--- config.mk ---
export PLATFORM = sky130hd
export DESIGN_NAME = xadc_conv_scheduler
export DESIGN_NICKNAME = d
export VERILOG_FILES = /design/src/rtl/xadc_sched_pkg.sv /design/src/rtl/xadc_sched_arb.sv /design/src/rtl/xadc_conv_scheduler.sv
export SDC_FILE = /design/constraint.sdc
export NUM_CORES = 1
export LEC_CHECK = 0
export ABC_AREA = 0
export BUFFER_PORTS_ARGS = -buffer_cell sky130_fd_sc_hd__buf_2
export CAP_MARGIN = 40
export CORE_ASPECT_RATIO = 2
export CORE_MARGIN = 2
export CORE_UTILIZATION = 56
export CTS_CLUSTER_SIZE = 10
export DETAILED_ROUTE_END_ITERATION = 12
export GPL_ROUTABILITY_DRIVEN = 0
export GPL_TIMING_DRIVEN = 0
export PLACE_DENSITY = 0.92
export SYNTH_ARGS = -nofsm -noshare
export SYNTH_HDL_FRONTEND = slang
export SYNTH_HIERARCHICAL = 1
export SYNTH_SLANG_ARGS = --single-unit
--- constraint.sdc ---
create_clock -name CLK100M -period 3.1 [get_ports CLK100M]
set_input_delay 0.465 -clock CLK100M [delete_from_list [all_inputs] [get_ports CLK100M]]
set_output_delay 0.465 -clock CLK100M [all_outputs]
set_load 0.05 [all_outputs]
--- src/rtl/xadc_sched_pkg.sv ---
// xadc_sched_pkg: shared types and default constants for the XADC
// conversion scheduler (state encoding, request source, DRP address).
package xadc_sched_pkg;

    typedef enum logic [2:0] {
        IDLE      = 3'd0,
        CONV      = 3'd1,
        WAIT_EOC  = 3'd2,
        RD        = 3'd3,
        WAIT_DRDY = 3'd4,
        DONE      = 3'd5
    } state_e;

    typedef enum logic {
        SRC_AUTO = 1'b0,
        SRC_MAN  = 1'b1
    } src_e;

    localparam logic [6:0]  DRP_ADDR_DEF    = 7'h16;
    localparam int unsigned SAMPLE_DIV_DEF  = 100000;
    localparam int unsigned TIMEOUT_CYC_DEF = 1023;

endpackage

--- src/rtl/xadc_sched_arb.sv ---
// xadc_sched_arb: one-deep request flags for the auto tick and the manual
// edge, granted in IDLE with alternating priority when both are pending.
module xadc_sched_arb
    import xadc_sched_pkg::*;
(
    input  logic clk_i,
    input  logic rst_ni,
    input  logic tick_i,
    input  logic man_rise_i,
    input  logic idle_i,
    input  logic done_i,
    input  src_e done_src_i,
    output logic grant_o,
    output src_e grant_src_o
);

    logic auto_pend_q, auto_pend_d;
    logic man_pend_q, man_pend_d;
    src_e last_src_q, last_src_d;

    always_comb begin
        grant_o     = idle_i && (auto_pend_q || man_pend_q);
        grant_src_o = SRC_AUTO;
        if (auto_pend_q && man_pend_q) begin
            grant_src_o = (last_src_q == SRC_AUTO) ? SRC_MAN : SRC_AUTO;
        end else if (man_pend_q) begin
            grant_src_o = SRC_MAN;
        end
    end

    // New requests win over the clear so nothing arriving on a grant is lost
    always_comb begin
        auto_pend_d = auto_pend_q;
        man_pend_d  = man_pend_q;
        last_src_d  = last_src_q;
        if (grant_o && (grant_src_o == SRC_AUTO)) begin
            auto_pend_d = 1'b0;
        end
        if (grant_o && (grant_src_o == SRC_MAN)) begin
            man_pend_d = 1'b0;
        end
        if (tick_i) begin
            auto_pend_d = 1'b1;
        end
        if (man_rise_i) begin
            man_pend_d = 1'b1;
        end
        if (done_i) begin
            last_src_d = done_src_i;
        end
    end

    always_ff @(posedge clk_i or negedge rst_ni) begin
        if (!rst_ni) begin
            auto_pend_q <= 1'b0;
            man_pend_q  <= 1'b0;
            last_src_q  <= SRC_AUTO;
        end else begin
            auto_pend_q <= auto_pend_d;
            man_pend_q  <= man_pend_d;
            last_src_q  <= last_src_d;
        end
    end

endmodule

--- src/rtl/xadc_conv_scheduler.sv ---
// xadc_conv_scheduler: shares the XADC VAUX6 converter between a periodic
// auto-sampler and manual requests. Optional: XADC_SCHED_TIMEOUT_EN.
module xadc_conv_scheduler
    import xadc_sched_pkg::*;
#(
    parameter int unsigned SAMPLE_DIV  = SAMPLE_DIV_DEF,
    parameter logic [6:0]  DRP_ADDR    = DRP_ADDR_DEF
`ifdef XADC_SCHED_TIMEOUT_EN
    ,
    parameter int unsigned TIMEOUT_CYC = TIMEOUT_CYC_DEF
`endif
) (
    input  logic        CLK100M,
    input  logic        RESET_N,
    input  logic        man_req,
    input  logic        auto_en,
    output logic        convst,
    input  logic        eoc,
    output logic        den,
    output logic        dwe,
    output logic [6:0]  daddr,
    input  logic        drdy,
    input  logic [15:0] drp_do,
    output logic [11:0] sample,
    output logic        sample_valid,
    output logic        sample_src,
    output logic        busy,
    output logic        err
);

    localparam int unsigned CW = (SAMPLE_DIV > 1) ? $clog2(SAMPLE_DIV) : 1;
    localparam logic [CW-1:0] CNT_MAX = CW'(SAMPLE_DIV - 1);

    state_e        state_q, state_d;
    logic [CW-1:0] cnt_q, cnt_d;
    logic          tick;
    logic          man_q;
    logic          man_rise;
    logic          grant;
    src_e          grant_src;
    src_e          src_q, src_d;
    logic          capture;
    logic [11:0]   sample_q, sample_d;
    src_e          sample_src_q, sample_src_d;
    logic          timeout;
    logic          unused_lsb;

    assign unused_lsb = ^drp_do[3:0];
    assign man_rise   = man_req && !man_q;

    always_comb begin
        cnt_d = '0;
        tick  = 1'b0;
        if (auto_en) begin
            tick  = (cnt_q == CNT_MAX);
            cnt_d = tick ? '0 : cnt_q + 1'b1;
        end
    end

    xadc_sched_arb u_arb (
        .clk_i       (CLK100M),
        .rst_ni      (RESET_N),
        .tick_i      (tick),
        .man_rise_i  (man_rise),
        .idle_i      (state_q == IDLE),
        .done_i      (state_q == DONE),
        .done_src_i  (src_q),
        .grant_o     (grant),
        .grant_src_o (grant_src)
    );

`ifdef XADC_SCHED_TIMEOUT_EN
    localparam int unsigned WCW = $clog2(TIMEOUT_CYC + 1);

    logic [WCW-1:0] wcnt_q, wcnt_d;
    logic           err_q, err_d;
    logic           in_wait;
    logic           wait_evt;

    // An event landing on the last wait cycle still completes normally
    always_comb begin
        in_wait  = (state_q == WAIT_EOC) || (state_q == WAIT_DRDY);
        wait_evt = ((state_q == WAIT_EOC) && eoc) ||
                   ((state_q == WAIT_DRDY) && drdy);
        timeout  = in_wait && !wait_evt &&
                   (wcnt_q == WCW'(TIMEOUT_CYC - 1));
        wcnt_d   = '0;
        if (in_wait && !wait_evt && !timeout) begin
            wcnt_d = wcnt_q + 1'b1;
        end
        err_d = err_q || timeout;
    end

    always_ff @(posedge CLK100M or negedge RESET_N) begin
        if (!RESET_N) begin
            wcnt_q <= '0;
            err_q  <= 1'b0;
        end else begin
            wcnt_q <= wcnt_d;
            err_q  <= err_d;
        end
    end

    assign err = err_q;
`else
    assign timeout = 1'b0;
    assign err     = 1'b0;
`endif

    always_ff @(posedge CLK100M or negedge RESET_N) begin
        if (!RESET_N) begin
            state_q <= IDLE;
        end else begin
            state_q <= state_d;
        end
    end

    always_comb begin
        state_d = state_q;
        unique case (state_q)
            IDLE: begin
                if (grant) state_d = CONV;
            end
            CONV: state_d = WAIT_EOC;
            WAIT_EOC: begin
                if (eoc) state_d = RD;
                else if (timeout) state_d = IDLE;
            end
            RD: state_d = WAIT_DRDY;
            WAIT_DRDY: begin
                if (drdy) state_d = DONE;
                else if (timeout) state_d = IDLE;
            end
            DONE: state_d = IDLE;
            default: state_d = IDLE;
        endcase
    end

    always_comb begin
        convst       = (state_q == CONV);
        den          = (state_q == RD);
        sample_valid = (state_q == DONE);
        busy         = (state_q != IDLE);
    end

    always_comb begin
        capture      = (state_q == WAIT_DRDY) && drdy;
        src_d        = grant ? grant_src : src_q;
        sample_d     = capture ? drp_do[15:4] : sample_q;
        sample_src_d = capture ? src_q : sample_src_q;
    end

    always_ff @(posedge CLK100M or negedge RESET_N) begin
        if (!RESET_N) begin
            cnt_q        <= '0;
            man_q        <= 1'b0;
            src_q        <= SRC_AUTO;
            sample_q     <= '0;
            sample_src_q <= SRC_AUTO;
        end else begin
            cnt_q        <= cnt_d;
            man_q        <= man_req;
            src_q        <= src_d;
            sample_q     <= sample_d;
            sample_src_q <= sample_src_d;
        end
    end

    assign dwe        = 1'b0;
    assign daddr      = DRP_ADDR;
    assign sample     = sample_q;
    assign sample_src = sample_src_q;

endmodule

# After elaboration in Yosys (flattened, before gate mapping)
# Cells that the tools add are included.
# classes
n_div	0
reduce_logical	13
n_mux	14
n_mul	0
order_cmp	0
eq_ne	9
n_shift	0
addsub	1
bitwise_logic	1
# ops
cell	n
2-to-1 mux 17 bit	2
adder 17 x 1 -> 17 bit, second input constant	1
== test 17 bit, second input constant	1
case mux 3 bit (5 select lines)	1
2-to-1 mux 3 bit	3
2-to-1 mux 1 bit	8
== test 3 x 2 -> 1 bit, second input constant	2
== test 3 bit, second input constant	2
logical AND 1 bit	6
inequality test 2 bit, second input constant	3
nonzero test 2 bit	2
== test 3 x 1 -> 1 bit, second input constant	1
logical NOT 3 bit	1
AND reduction 3 bit	1
nonzero test 3 bit	1
logical NOT 1 bit	1
logical OR 1 bit	1
inverter 1 bit	1
# word_totals
in_bits	22
n_memories	0
register_bits	38
wordCells	47
mem_bits_ro	0
ramBits	0
output_inout_bits	26
latch_bits	0

# Depth between registers and ports, before layout
# Gate-level depths: netlist (run 1).
# logic_depth
ltp_word	6
ltp_mapped	8
ltp_nobuf	7

# By module
# The synthesis (run 1) kept the hierarchy.
# by_module_without_submodules
module	area_per_inst_um2	n_inst	cells_each
xadc_conv_scheduler	1665.3	1	151
xadc_sched_arb	135.1	1	14

# Worst setup path before layout (run 1)
# Ideal clock, no wire load.
# synth_path
path_kind	register to output
start	reg state_q[2]
end	out convst
setup_slack_ps	947
path_buffers	1
t_required_ps	2635
stages_incl_launch_ff	3
arrival_ps	1688
cell_sequence	dfrtp_1 > clkbuf_1 > nor3b_1
# synth_via
elab_chain_cells	1
# synth_rtl
item	line	rtl
from (decl)	xadc_conv_scheduler.sv:34	state_e state_q, state_d;
from (signal assigned)	xadc_conv_scheduler.sv:114	state_q <= state_d;
== test 3 x 1 -> 1 bit	xadc_conv_scheduler.sv:140	convst = (state_q == CONV);
to (decl)	xadc_conv_scheduler.sv:17	output logic convst,
# No other way between the ends.

# Worst setup path after layout (run 1)
# layout_path
start	reg state_q[2]
end	out busy
# layout_via
elab_chain_cells	1
# layout_rtl
item	line	rtl
nonzero test 3 bit	xadc_conv_scheduler.sv:143	busy = (state_q != IDLE);
to (decl)	xadc_conv_scheduler.sv:27	output logic busy,
# No other way between the ends.

==> metrics.cfg, run 1 <==
[clock_tree]
numCtsBuffers = 5
cts-root-buf = clkbuf_8
clk_latency_ps = 300
cts_buffer_depth = 2
cts_setup_buffers = 0
cts_resized = 0
hold_buffers = 0
htreeDepth = 2
cts_tree = done
cts.clk_slew.worst_paths_ps = 80
cts.sink_count = 38

[floorplanning]
dieArea_um2 = 3710
ios = 48
core_um2 = 3120
dieWidth_um = 44.1
rows = 29
start_util = 0.577
die_y_um = 84.2

[logic_synthesis]
yosys_register_bits = 38
synthArstFlopShare = 1.00
postSynthCellCount = 165
synth_edf_count = 0
synth-main-ff-cell = dfrtp_1
synth_area_um2 = 1800
yosysWarnings = 6
synthesis.area_per_instance_um2 = 10.9
seq_area_frac_synth = 0.528
synth.distinct_cells = 34

[route]
drt-pass1-iter-count = 4
drc_errors = 0
drt-total-wl_um = 3430
dr_wl_met3_um = 177
vias = 1335
via_per_inst = 5.45
ant_nets = 0
dr.first_iter.drc_count = 29
wl_met2_um = 1900
wl_per_cell_um = 14.0
drt-met1-wl_um = 1160
top_layer = met4

[cells_and_area]
multi_input_area_um2 = 747
fin_nets = 236
register_area_um2 = 951
drive_gt1_frac = 0.336
fin_area_um2 = 2180
final_common_cell = dfrtp_1
layout_common_cells = dfrtp_1, buf_2, nor2_1
diodes = 0
fillCellCount = 229
final_cells = 245
area_delta_synth_final_pct = 21.0

[worst_setup_path]
start_kind = flop
cpMaxStageDelayCell = or3_1
r2r-start = cnt_q[0]
slowest_delay_ps = 410
rrSetupSlack_ps = 1210
crit_family = simple AND/OR/NAND/NOR gates
crit_start = state_q[2]
worst-setup-path-type = reg -> out
critical_path_arrival_ps = 1470
worstSetupEndpointType = primary output
cp_cell_sequence = clkbuf_1, or3_1, buf_2
cp.buffers_inverters = 2
cp_max_fo = 9
required_ps = 2630

[global_route]
grt_max_degree = 39
antenna_found_initial = 0
grt_pass1_vias = 1312
grt-ovfl-total = 0
grt_pass1_wl_um = 5480
grt_use_total = 0.204

[sta]
worstMarginPinSlew_ps = 813
fin_crit_ps = 1940
finalCritPeriodShare = 0.625
finalSetupTns_ps = 0
maxSlewViolCount = 0
layout_setup_ws_ps = 1160
finalSetupViolCount = 0
slew_headroom = 0.458
grt_setup_unrepaired = no
skew_ps = 8.19
hold_viol_final = 0
fmax_ghz = 0.516

[pwr]
p_leak_nw = 1.05
powerDensity_nw_per_um2 = 917
peakVddDrop_uv = 759

[placed_design]
pre_cts_ws_ps = 1200
dpl.cell_count = 237
place.detailed.hpwl_um = 2540
port_buffers = 34
dpl_cell_area_um2 = 2040

[outcome]
status = complete, no violations

[job]
maxCapViolCount = 0

[min_path]
holdCritPathClass = in -> async

-- where the power goes --
part           leakage (nW)  switching [mW]  internal, mW
sequential            0.497          0.0669         0.619
clock                0.0714           0.177         0.343
combinational         0.482           0.563         0.228
total                  1.05           0.807          1.19
-- final cells by class --
class | instances | share of cell area
sequential | 38 | 0.437
multi-input combinational | 112 | 0.343
timing repair buffer | 34 | 0.0781
buffer | 14 | 0.0454
clock buffer | 6 | 0.0379
clock inverter | 2 | 0.0276
tap | 31 | 0.0178
inverter | 8 | 0.0138
-- registers in the layout, indices dropped and copies added (netlist names) --
register,cells
cnt_q,17
man_q,1
sample,12
sample_src,1
src_q,1
state_q,3
u_arb/auto_pend_q,1
u_arb/last_src_q,1
u_arb/man_pend_q,1
-- path summary, 6_finish.rpt --
check	to	cells after the start
max in group asynchronous	u_arb/auto_pend_q	1
worst min-delay path	sample[10]	1
min in group CLK100M	man_q	1
worst max register to register	cnt_q[13]	6
worst min register to register	sample[9]	1
worst max-delay path	busy	3
-- worst register-to-register path, stage by stage (launching register included) --
cell and delay, ps:
dfrtp_1 420, ha_1 250, and4_1 270, nand2_1 120
o31ai_4 450, buf_6 210, nor2_1 60
-- cells by family after synthesis --
group / synth area share
multiplexers: 0.0931
adder cells (fa/ha/maj): 0.00695
XOR/XNOR: 0.0730
AND/OR/NAND/NOR: 0.180
AO/OA/AOI/OAI: 0.0431
other: 0.00417
flip-flops: 0.528
buffers and inverters: 0.0716
-- synth_stat cells, types with 2 or more instances --
library cell / n / share of area
dfrtp_1: 38 / 0.53
nor2b_1: 2 / 0.0069
nor3_1: 5 / 0.014
inv_1: 8 / 0.017
nand3_1: 4 / 0.011
clkbuf_1: 2 / 0.0042
nor4_1: 4 / 0.014
xnor2_1: 11 / 0.054
buf_4: 10 / 0.042
and3_1: 2 / 0.0069
nor2_1: 24 / 0.050
a31oi_1: 2 / 0.0069
conb_1: 2 / 0.0042
mux2_2: 14 / 0.088
nand4_1: 7 / 0.024
xor2_1: 4 / 0.019
nand2_1: 9 / 0.019
-- per-layer routing --
layer,global-route usage,vias to the layer above
li1,-,637
met1,0.194,631
met2,0.336,50
met3,0.0559,17
met4,0.176,0
met5,0,-
-- stage by stage --
step | hold slack [ps] | power [mW] | util
after floorplan | 169 | 1.31 | -
after global placement | 483 | 1.46 | 0.652
after detailed placement | 491 | 1.49 | 0.652
after CTS | 272 | 2.01 | 0.698
after global routing | 278 | 2.08 | 0.698
final | 258 | 2.00 | 0.698
Note: power is estimated with default switching activity, not from simulation.
==> inputs of run 2 (changes only) <==
--- a/config.mk
+++ b/config.mk
@@ -5,17 +5,17 @@
 export SDC_FILE = /design/constraint.sdc
 export NUM_CORES = 1
 export LEC_CHECK = 0
-export ABC_AREA = 0
+export ABC_AREA = 1
 export BUFFER_PORTS_ARGS = -buffer_cell sky130_fd_sc_hd__buf_2
 export CAP_MARGIN = 40
 export CORE_ASPECT_RATIO = 2
 export CORE_MARGIN = 2
-export CORE_UTILIZATION = 56
+export CORE_UTILIZATION = 48
 export CTS_CLUSTER_SIZE = 10
 export DETAILED_ROUTE_END_ITERATION = 12
 export GPL_ROUTABILITY_DRIVEN = 0
 export GPL_TIMING_DRIVEN = 0
-export PLACE_DENSITY = 0.92
+export PLACE_DENSITY = 0.84
 export SYNTH_ARGS = -nofsm -noshare
 export SYNTH_HDL_FRONTEND = slang
 export SYNTH_HIERARCHICAL = 1
==> constraint.sdc (replaced) <==
create_clock -name CLK100M -period 1.65 [get_ports CLK100M]
set_input_delay 0.2475 -clock CLK100M [delete_from_list [all_inputs] [get_ports CLK100M]]
set_output_delay 0.2475 -clock CLK100M [all_outputs]
set_load 0.05 [all_outputs]
==> metrics.cfg, run 2 <==
[worst_setup_path]
cp.buffers_inverters = 3  ; +1
worstSetupEndpointType = primary output
worstReg2RegEnd = cnt_q[10]
rr_worst_depth = 8  ; +2
required_ps = 1400  ; -1230 ps
cp_cell_sequence = clkbuf_2, inv_1, nand2_1, buf_2
critPathCapture = busy
worst-setup-path-type = reg -> out
path_depth = 4  ; +1
r2r-start = cnt_q[0]
cpMaxStageDelayCell = dfrtp_1
critical_path_arrival_ps = 1270  ; -200 ps
crit_family = buffers and inverters
start_kind = flop
rrSetupSlack_ps = 200  ; -1010 ps
slowest_delay_ps = 320  ; -90 ps
cp_max_fo = 7  ; -2
crit_start = state_q[2]

[cells_and_area]
utilization = 0.589  ; -0.109
drive_gt1_frac = 0.259  ; -0.0773
layout_common_cells = nand2_1, nor2_1, dfrtp_1
diodes = 0  ; unchanged
area_delta_synth_final_pct = 20.5
fin_nets = 323  ; +37%
regMostFlops = cnt_q
largest_reg_flops = 17  ; unchanged
final_common_cell = nand2_1

[sta]
fin_crit_ps = 1520
skew_ps = 6.04  ; -2.15 ps
fmax_ghz = 0.659
hold_viol_final = 0  ; unchanged
layout_setup_ws_ps = 134  ; -1030 ps
grt_setup_unrepaired = no
finalCritPeriodShare = 0.919
maxSlewViolCount = 0  ; unchanged
finalSetupViolCount = 0  ; unchanged
finalSetupTns_ps = 0  ; unchanged

[outcome]
status = complete, no violations

[logic_synthesis]
postSynthCellCount = 250  ; +52%
synth.distinct_cells = 30  ; -12%
synthesis.area_per_instance_um2 = 7.91  ; -28%
synthArstFlopShare = 1.00  ; unchanged
synth_top_area_share = 0.481  ; -0.0471
synthTopCellsByCount = nand2_1, nor2_1, dfrtp_1
synth_most_common_cell = nand2_1
seq_area_frac_synth = 0.481  ; -0.0471
yosys_register_bits = 38  ; unchanged
synth_edf_count = 0  ; unchanged
yosysWarnings = 6  ; unchanged
synth-main-ff-cell = dfrtp_1
yosysTopAreaCell = dfrtp_1
synth_area_um2 = 1980  ; +9.8%
ys_top_cells_by_area = dfrtp_1, nand2_1, nor2_1

[route]
ant_nets = 0  ; unchanged
wl_per_cell_um = 11.5  ; -18%
via_per_inst = 4.78  ; -12%
vias = 1686  ; +26%
dr.first_iter.drc_count = 39  ; +34%
drc_errors = 0  ; unchanged
drt-total-wl_um = 4060  ; +18%
drt-pass1-iter-count = 4  ; unchanged

[floorplanning]
core_um2 = 4050  ; +30%
ios = 48  ; unchanged
dieWidth_um = 49.4  ; +12%
dieArea_um2 = 4680  ; +26%
start_util = 0.489  ; -0.0884
rows = 33  ; +14%
die_y_um = 94.8  ; +13%

[global_route]
antenna_found_initial = 0  ; unchanged
grt_pass1_vias = 1706  ; +30%
grt_max_degree = 32  ; -18%
grt-ovfl-total = 0  ; unchanged
grt_use_total = 0.193  ; -0.0111
grt_pass1_wl_um = 6890  ; +26%

[clock_tree]
htreeDepth = 2  ; unchanged
cts-root-buf = clkbuf_8
cts.sink_count = 38  ; unchanged
cts_buffer_depth = 2  ; unchanged
numCtsBuffers = 5  ; unchanged
clk_latency_ps = 290  ; about the same
cts_tree = done
cts.clk_slew.worst_paths_ps = 70  ; about the same

[pwr]
power.total_mw = 3.74  ; +87%
powerDensity_nw_per_um2 = 1570  ; +71%
p_leak_nw = 1.24  ; +18%
peakVddDrop_uv = 1180  ; +55%

[min_path]
min_delay_path_depth = 1
holdCritPathClass = in -> reg
hold_start = man_req

[job]
maxCapViolCount = 0  ; unchanged

[placed_design]
place.detailed.hpwl_um = 3140  ; +24%
pre_cts_ws_ps = 218  ; -984 ps
port_buffers = 34  ; unchanged

[run 2: stage by stage]
stage	hold WS, ps	instance area [um^2]	std cells
6_report	76.6	2380	353
5_1_grt	84.0	2380	353
4_1_cts	72.0	2380	353
3_5_place_dp	120	2260	344
3_3_place_gp	370	2240	343
2_1_floorplan	-48.1	2000	257
[run 2: cell families (layout without fill, tap and decap cells)]
kind of cell               Yosys count  count (layout)  synth area share
and+or+nand+nor                    128             128             0.275
buffers and inverters               51              95             0.122
DFF                                 38              38             0.481
AOI/OAI and AO/OA                   24              24            0.0848
xor gates and xnor gates             6               6            0.0266
other                                2               9           0.00380
adders and majority gates            1               1           0.00633
[run 2: report_power, final]
group	total, mW	internal [mW]	switching [mW]
sequential	1.31	1.17	0.142
combinational	1.65	0.423	1.23
clock	0.775	0.445	0.330
total	3.74	2.04	1.70
[run 2: layout make-up]
cell class                      instances  area (um^2)
Clock buffer                            5         68.8
Tap cell                               52         65.1
Timing Repair Buffer                   36          203
Sequential cell                        38          951
Multi-Input combinational cell        168          813
Inverter                               39          146
Fill cell                             395         1660
Buffer                                 12         95.1
Clock inverter                          3         40.0
[run 2: worst register-to-register path, stage by stage, from the launching register on]
cell and delay (ps):
dfrtp_1 400, ha_1 210, nand2_1 80, inv_1 90, nand2_1 80, nor2_1 110, nand2_1 110, nand2_2 170
nor2_1 70
[run 2: layer usage]
metal / global-route usage / share of wire / vias to the layer above
met4: 0.127 / 0.053 / 0
met2: 0.374 / 0.57 / 50
met1: 0.179 / 0.34 / 766
li1: - / - / 848
met3: 0.0285 / 0.034 / 22
met5: 0 / 0 / -
[run 2: how the worst min path moves through the flow]
stage | end | slack [ps]
floorplan | cnt_q[0] | -50
global placement | man_q | 370
detailed placement | man_q | 120
CTS | man_q | 70
global route | man_q | 80
finish | man_q | 80
[run 2: what timing repair did]
item / 4_1_cts / 5_1_grt
gates resized for setup: 0 / 3
hold buffers: 1 / 0
buffers inserted: 0 / 0
endpoints found under the hold margin: 7 / 0
setup endpoints to repair: 0 / 1
